--- src/rtl/stopwatch_pkg.sv ---
// Shared types and 7-segment constants for the stopwatch core.
// Optional lap-freeze display is enabled in stopwatch_core with STOPWATCH_LAP_EN.
package stopwatch_pkg;

  localparam int unsigned SEG_W = 7;
  localparam int unsigned BCD_W = 4;

  typedef enum logic [1:0] {
    ST_IDLE = 2'd0,
    ST_RUN  = 2'd1,
    ST_STOP = 2'd2
  } sw_state_e;

  // Active-low segment patterns, bit 0 = a ... bit 6 = g.
  localparam logic [SEG_W-1:0] SEG_DIGIT0 = 7'h40;
  localparam logic [SEG_W-1:0] SEG_DIGIT1 = 7'h79;
  localparam logic [SEG_W-1:0] SEG_DIGIT2 = 7'h24;
  localparam logic [SEG_W-1:0] SEG_DIGIT3 = 7'h30;
  localparam logic [SEG_W-1:0] SEG_DIGIT4 = 7'h19;
  localparam logic [SEG_W-1:0] SEG_DIGIT5 = 7'h12;
  localparam logic [SEG_W-1:0] SEG_DIGIT6 = 7'h02;
  localparam logic [SEG_W-1:0] SEG_DIGIT7 = 7'h78;
  localparam logic [SEG_W-1:0] SEG_DIGIT8 = 7'h00;
  localparam logic [SEG_W-1:0] SEG_DIGIT9 = 7'h10;
  localparam logic [SEG_W-1:0] SEG_BLANK  = 7'h7F;

  function automatic logic [SEG_W-1:0] seg_encode(input logic [BCD_W-1:0] d);
    logic [SEG_W-1:0] s;
    case (d)
      4'd0:    s = SEG_DIGIT0;
      4'd1:    s = SEG_DIGIT1;
      4'd2:    s = SEG_DIGIT2;
      4'd3:    s = SEG_DIGIT3;
      4'd4:    s = SEG_DIGIT4;
      4'd5:    s = SEG_DIGIT5;
      4'd6:    s = SEG_DIGIT6;
      4'd7:    s = SEG_DIGIT7;
      4'd8:    s = SEG_DIGIT8;
      4'd9:    s = SEG_DIGIT9;
      default: s = SEG_BLANK;
    endcase
    return s;
  endfunction

endpackage

--- src/rtl/stopwatch_core_bcd_digit.sv ---
// One decade of the stopwatch counter; carry flags terminal count (9) so the
// ripple enables are formed from register state only.
module bcd_digit
  import stopwatch_pkg::*;
(
  input  logic             clk,
  input  logic             reset,
  input  logic             clr,
  input  logic             inc,
  output logic [BCD_W-1:0] q,
  output logic             carry
);

  logic [BCD_W-1:0] q_q;
  logic [BCD_W-1:0] q_d;

  assign carry = (q_q == 4'd9);
  assign q     = q_q;

  always_comb begin
    q_d = q_q;
    if (clr) begin
      q_d = '0;
    end else if (inc) begin
      q_d = carry ? '0 : q_q + 4'd1;
    end
  end

  always_ff @(posedge clk) begin
    if (reset) begin
      q_q <= '0;
    end else begin
      q_q <= q_d;
    end
  end

endmodule

--- src/rtl/stopwatch_core.sv ---
// Stopwatch: synchronised buttons, IDLE/RUN/STOP control, BCD count and
// multiplexed 7-segment scan. Define STOPWATCH_LAP_EN for the lap-freeze display.
module stopwatch_core
  import stopwatch_pkg::*;
#(
  parameter int unsigned NUM_DIGITS  = 4,
  parameter int unsigned TICK_DIV    = 1_000_000,
  parameter int unsigned REFRESH_DIV = 100_000,
  parameter int unsigned DP_POS      = 2
) (
  input  logic                  clk,
  input  logic                  reset,
  input  logic                  start,
  input  logic                  lap,
  output logic [SEG_W-1:0]      seg,
  output logic                  decimal,
  output logic [NUM_DIGITS-1:0] digit_en,
  output logic                  running,
  output logic                  overflow
);

  localparam int unsigned TW = (TICK_DIV > 1) ? $clog2(TICK_DIV) : 1;
  localparam int unsigned RW = (REFRESH_DIV > 1) ? $clog2(REFRESH_DIV) : 1;
  localparam int unsigned SW = $clog2(NUM_DIGITS);
  localparam int unsigned CW = NUM_DIGITS * BCD_W;

  // Two synchroniser flops plus one edge-history flop per button.
  logic [2:0] start_sync_q;
  logic [2:0] lap_sync_q;
  logic       start_pulse_c;
  logic       lap_pulse_c;

  always_ff @(posedge clk) begin
    if (reset) begin
      start_sync_q <= '0;
      lap_sync_q   <= '0;
    end else begin
      start_sync_q <= {start_sync_q[1:0], start};
      lap_sync_q   <= {lap_sync_q[1:0], lap};
    end
  end

  assign start_pulse_c = start_sync_q[1] & ~start_sync_q[2];
  assign lap_pulse_c   = lap_sync_q[1] & ~lap_sync_q[2];

  logic [TW-1:0] tick_q;
  logic [TW-1:0] tick_d;
  logic          strobe_c;
  logic [RW-1:0] ref_q;
  logic [RW-1:0] ref_d;
  logic [SW-1:0] scan_q;
  logic [SW-1:0] scan_d;

  assign strobe_c = (tick_q == TW'(TICK_DIV - 1));
  assign tick_d   = strobe_c ? '0 : tick_q + TW'(1);

  always_comb begin
    ref_d  = ref_q + RW'(1);
    scan_d = scan_q;
    if (ref_q == RW'(REFRESH_DIV - 1)) begin
      ref_d  = '0;
      scan_d = (scan_q == SW'(NUM_DIGITS - 1)) ? '0 : scan_q + SW'(1);
    end
  end

  always_ff @(posedge clk) begin
    if (reset) begin
      tick_q <= '0;
      ref_q  <= '0;
      scan_q <= '0;
    end else begin
      tick_q <= tick_d;
      ref_q  <= ref_d;
      scan_q <= scan_d;
    end
  end

  sw_state_e state_q;
  logic      clr_c;
  logic      inc_c;

  assign clr_c = lap_pulse_c & ~start_pulse_c & (state_q == ST_STOP);
  assign inc_c = strobe_c & (state_q == ST_RUN);

`ifdef STOPWATCH_LAP_EN
  logic freeze_q;
`endif

  // Start wins over lap; any state change drops the lap freeze.
  always_ff @(posedge clk) begin
    if (reset) begin
      state_q  <= ST_IDLE;
`ifdef STOPWATCH_LAP_EN
      freeze_q <= 1'b0;
`endif
    end else if (start_pulse_c) begin
`ifdef STOPWATCH_LAP_EN
      freeze_q <= 1'b0;
`endif
      case (state_q)
        ST_IDLE: state_q <= ST_RUN;
        ST_RUN:  state_q <= ST_STOP;
        ST_STOP: state_q <= ST_RUN;
        default: state_q <= ST_IDLE;
      endcase
    end else if (lap_pulse_c) begin
      if (state_q == ST_STOP) begin
        state_q  <= ST_IDLE;
`ifdef STOPWATCH_LAP_EN
        freeze_q <= 1'b0;
      end else if (state_q == ST_RUN) begin
        freeze_q <= ~freeze_q;
`endif
      end
    end
  end

  logic [CW-1:0]         count_w;
  logic [NUM_DIGITS-1:0] nine_w;
  logic [NUM_DIGITS-1:0] dig_inc_w;

  for (genvar g = 0; g < NUM_DIGITS; g++) begin : g_digit
    if (g == 0) begin : g_lsd
      assign dig_inc_w[g] = inc_c;
    end else begin : g_upper
      assign dig_inc_w[g] = inc_c & (&nine_w[g-1:0]);
    end
    bcd_digit u_digit (
      .clk   (clk),
      .reset (reset),
      .clr   (clr_c),
      .inc   (dig_inc_w[g]),
      .q     (count_w[g*BCD_W +: BCD_W]),
      .carry (nine_w[g])
    );
  end

  logic overflow_q;

  always_ff @(posedge clk) begin
    if (reset || clr_c) begin
      overflow_q <= 1'b0;
    end else if (inc_c && (&nine_w)) begin
      overflow_q <= 1'b1;
    end
  end

  logic [CW-1:0] disp_w;

`ifdef STOPWATCH_LAP_EN
  logic [CW-1:0] snap_q;

  always_ff @(posedge clk) begin
    if (reset) begin
      snap_q <= '0;
    end else if (lap_pulse_c && !start_pulse_c && (state_q == ST_RUN) && !freeze_q) begin
      snap_q <= count_w;
    end
  end

  assign disp_w = freeze_q ? snap_q : count_w;
`else
  assign disp_w = count_w;
`endif

  logic [BCD_W-1:0] disp_digit_c;

  always_comb begin
    disp_digit_c = '1;
    for (int unsigned i = 0; i < NUM_DIGITS; i++) begin
      if (scan_q == SW'(i)) begin
        disp_digit_c = disp_w[i*BCD_W +: BCD_W];
      end
    end
  end

  assign seg      = seg_encode(disp_digit_c);
  assign digit_en = ~(NUM_DIGITS'(1) << scan_q);
  assign decimal  = ~(scan_q == SW'(DP_POS));
  assign running  = (state_q == ST_RUN);
  assign overflow = overflow_q;

endmodule
--- config.mk ---
export PLATFORM = sky130hd
export DESIGN_NAME = stopwatch_core
export DESIGN_NICKNAME = d
export VERILOG_FILES = /design/src/rtl/stopwatch_pkg.sv /design/src/rtl/stopwatch_core_bcd_digit.sv /design/src/rtl/stopwatch_core.sv
export SDC_FILE = /design/constraint.sdc
export NUM_CORES = 1
export LEC_CHECK = 0
export BUFFER_PORTS_ARGS = -buffer_cell sky130_fd_sc_hd__buf_4
export CORE_MARGIN = 2
export CORE_UTILIZATION = 63
export CTS_BUF_LIST = sky130_fd_sc_hd__clkbuf_4
export DETAILED_ROUTE_END_ITERATION = 7
export GPL_TIMING_DRIVEN = 0
export PLACE_DENSITY = 0.82
export SETUP_SLACK_MARGIN = 0.3
export SYNTH_ARGS = -nofsm -noshare
export SYNTH_HDL_FRONTEND = slang
export SYNTH_SLANG_ARGS = --single-unit
--- constraint.sdc ---
create_clock -name clk -period 2.75 [get_ports clk]
set_input_delay 0.4125 -clock clk [delete_from_list [all_inputs] [get_ports clk]]
set_output_delay 0.4125 -clock clk [all_outputs]
set_load 0.01 [all_outputs]
==> qor.yml <==
slew_viol_final: 0
maxSlewHeadroom_pct: 47.1
layout_common_cells: "nor2_1 (64), dfxtp_1 (62), buf_4 (27)"
hold_violations: 0
clock.fmax_ghz: 0.365
finalWorstSetupSlack_ps: 11.5
async_reset_ff_share_pct: 0
remaining_drc_errors: 0
yosysWarnings: 0
dpl_worst_slack_ps: 29.2
worst_ep_arrival_time_ps: 2330
drt_iter0_drc: 288
clk_pin_slew_ps: 90
synth_area_per_cell_um2: 8.32
cts_tree: "done"
clock_skew_ps: 13.5
rsz0062_at_grt: "true"
powerDensity_nw_per_um2: 383
vias: 2970
period_needed_ps: 2740
cts_max_path_buffers: 2
start_util_pct: 66.5
crit_chain: "inv_4 > ha_4 > buf_8 > nand2_4 > o21ai_4 > a221oi_4 > inv_2 > ha_4 > inv_2 > o21ai_2 > buf_4"
ys_seq_area_share_pct: 40.0
drt-total-wl_mm: 8.15
max_stage_delay_ps: 410
die_height_um: 75.3
core_um2: 4820
ys_types: 48
row_count: 25
layout_commonest_cell: "nor2_1"
postSynthNetCount: 396
clock_sinks: 64
worst_pin_slew_ps: 783
final_core_util_pct: 82.2
synth-seq-cells: 64
grt_max_degree: 11
htreeDepth: 3
fill_cells: 310
ys.flop_type: "dfxtp_1"
antenna_found_initial: 0
cts_root_buf: "clkbuf_4"
syn2layout_area_growth_pct: 23.6
peakVddDrop_mv: 0.383
cp_slowest_cell: "dfxtp_4"
rr_worst_depth: 6
crit_fanout: 5
grt_usage_pct: 28.6
viasPerCell: 5.94
die_area_um2: 5670
gp_routability_congestion: 0.895
max_cap_viol_count: 0
cp.required_ps: 2340
postRouteAntennaNets: 0
worstSetupPathType: "flip-flop to output port"
drive_gt1_share_pct: 23.1
start_kind: "flip-flop"
diodes: 0
wl_per_cell_um: 16.3
status: "complete, no violations"
dp_hpwl_mm: 4.60
hold_path_depth: 2
synthCells: 385
hold_path.class: "primary input to flip-flop"
grt_pass1_wl_mm: 12.1
firstDrtPassIters: 5
pin_count: 18
grt_pass1_vias: 2675
numPortBuffers: 17
fp.dieW_um: 75.3
clock_latency_ps: 410
final_nets: 439
p_leak_uw: 0.00146
netlist_area_um2: 3200
crit_path_end_kind: "output port"
overflow: 0
synth_edf_count: 0
finalSetupViolations: 0
cts_made_buffers: 9
timing.final.crit_share_pct: 99.6
synthesized netlist by cell type, types with 3 or more instances:
| cell | n | share of area, % |
|---|---|---|
| nor2_1 | 66 | 7.7 |
| dfxtp_1 | 64 | 40 |
| nand2_1 | 28 | 3.3 |
| xnor2_1 | 23 | 6.3 |
| inv_1 | 18 | 2.1 |
| xor2_1 | 17 | 4.7 |
| nor2b_1 | 16 | 3.1 |
| nand3_1 | 14 | 2.2 |
| a21oi_1 | 13 | 2.0 |
| nor3_1 | 13 | 2.0 |
| nand4_1 | 11 | 2.1 |
| clkbuf_1 | 10 | 1.2 |
| o21ai_0 | 10 | 1.6 |
| ha_1 | 7 | 2.7 |
| and3_1 | 6 | 1.2 |
| mux2i_1 | 6 | 1.9 |
| nand2b_1 | 6 | 1.2 |
| nor4_1 | 6 | 1.2 |
| nor3b_1 | 5 | 1.2 |
| and2_1 | 3 | 0.59 |
| and4_1 | 3 | 0.82 |
| nor4b_1 | 3 | 0.82 |
kinds of logic (layout without fill, tap and decap cells):
group                    Yosys count  count (layout)  share of synthesized area (%)
AO/OA/AOI/OAI                     41              42                           7.97
XOR/XNOR                          40              40                           10.9
adder cells (fa/ha/maj)            7               7                           2.74
buffers and inverters             31              78                           3.91
flip-flops                        64              64                           40.0
multiplexers                       6               6                           1.88
AND/OR/NAND/NOR                  196             196                           32.6
per-layer routing:
| metal | global-route usage (%) | share of wire, % |
|---|---|---|
| met1 | 34.0 | 41 |
| met2 | 46.3 | 49 |
| met3 | 9.52 | 5.8 |
| met4 | 14.2 | 3.8 |
| met5 | 0 | 0 |
state kept, by name (all words and copies together) (netlist names):
signal             flops
scan_q                 2
lap_sync_q             3
state_q                2
tick_q                20
start_sync_q           3
g_digit.u_digit.q     16
overflow               1
ref_q                 17
worst paths after layout:
kind / startpoint / endpoint / slack [ps]
worst max register to register: tick_q[0] / g_digit[2].u_digit.q[1] / 450
worst max-delay path: scan_q[1] / seg[1] / 10
worst min register to register: start_sync_q[0] / start_sync_q[1] / 460
worst min-delay path: reset / lap_sync_q[0] / 210
metrics by stage:
stage	total power, µW	hold WS [ps]	setup TNS (ps)	area (µm²)	cells
finish	1520	215	0	3960	500
global route	1580	189	-246	3960	500
CTS	1530	200	0	3820	498
detailed placement	1020	441	0	3420	469
global placement	1010	431	0	3420	469
floorplan	999	414	0	3210	385
cell type report:
type | instances | area [µm²] | area share (%)
tap | 67 | 83.8 | 2.12
inverter | 18 | 75.1 | 1.90
clock inverter | 5 | 23.8 | 0.601
sequential | 64 | 1290 | 32.6
clock buffer | 11 | 82.6 | 2.09
multi-input combinational | 291 | 2060 | 52.0
timing repair buffer | 31 | 255 | 6.45
buffer | 13 | 91.3 | 2.31
power by group:
group | switching [µW] | internal, µW
Clock | 326 | 196
Combinational | 30.3 | 18.9
Sequential | 8.60 | 936
Total | 365 | 1150
timing repair:
action / in CTS / in global routing
pin swaps: 14 / 6
resized for setup: 56 / 28
buffers inserted: 11 / 2
gates cloned: 2 / 0
setup endpoints to repair: 15 / 8
hold buffers: 0 / 0
critical path: cells and delay by family (launching register included):
family	cells	cell delay (ps)
adder cells (fa/ha/maj)	2	480
AO/OA/AOI/OAI	3	490
flip-flops	1	410
buffers and inverters	5	470
AND/OR/NAND/NOR	1	80
Power figures use the tool's default switching activity.
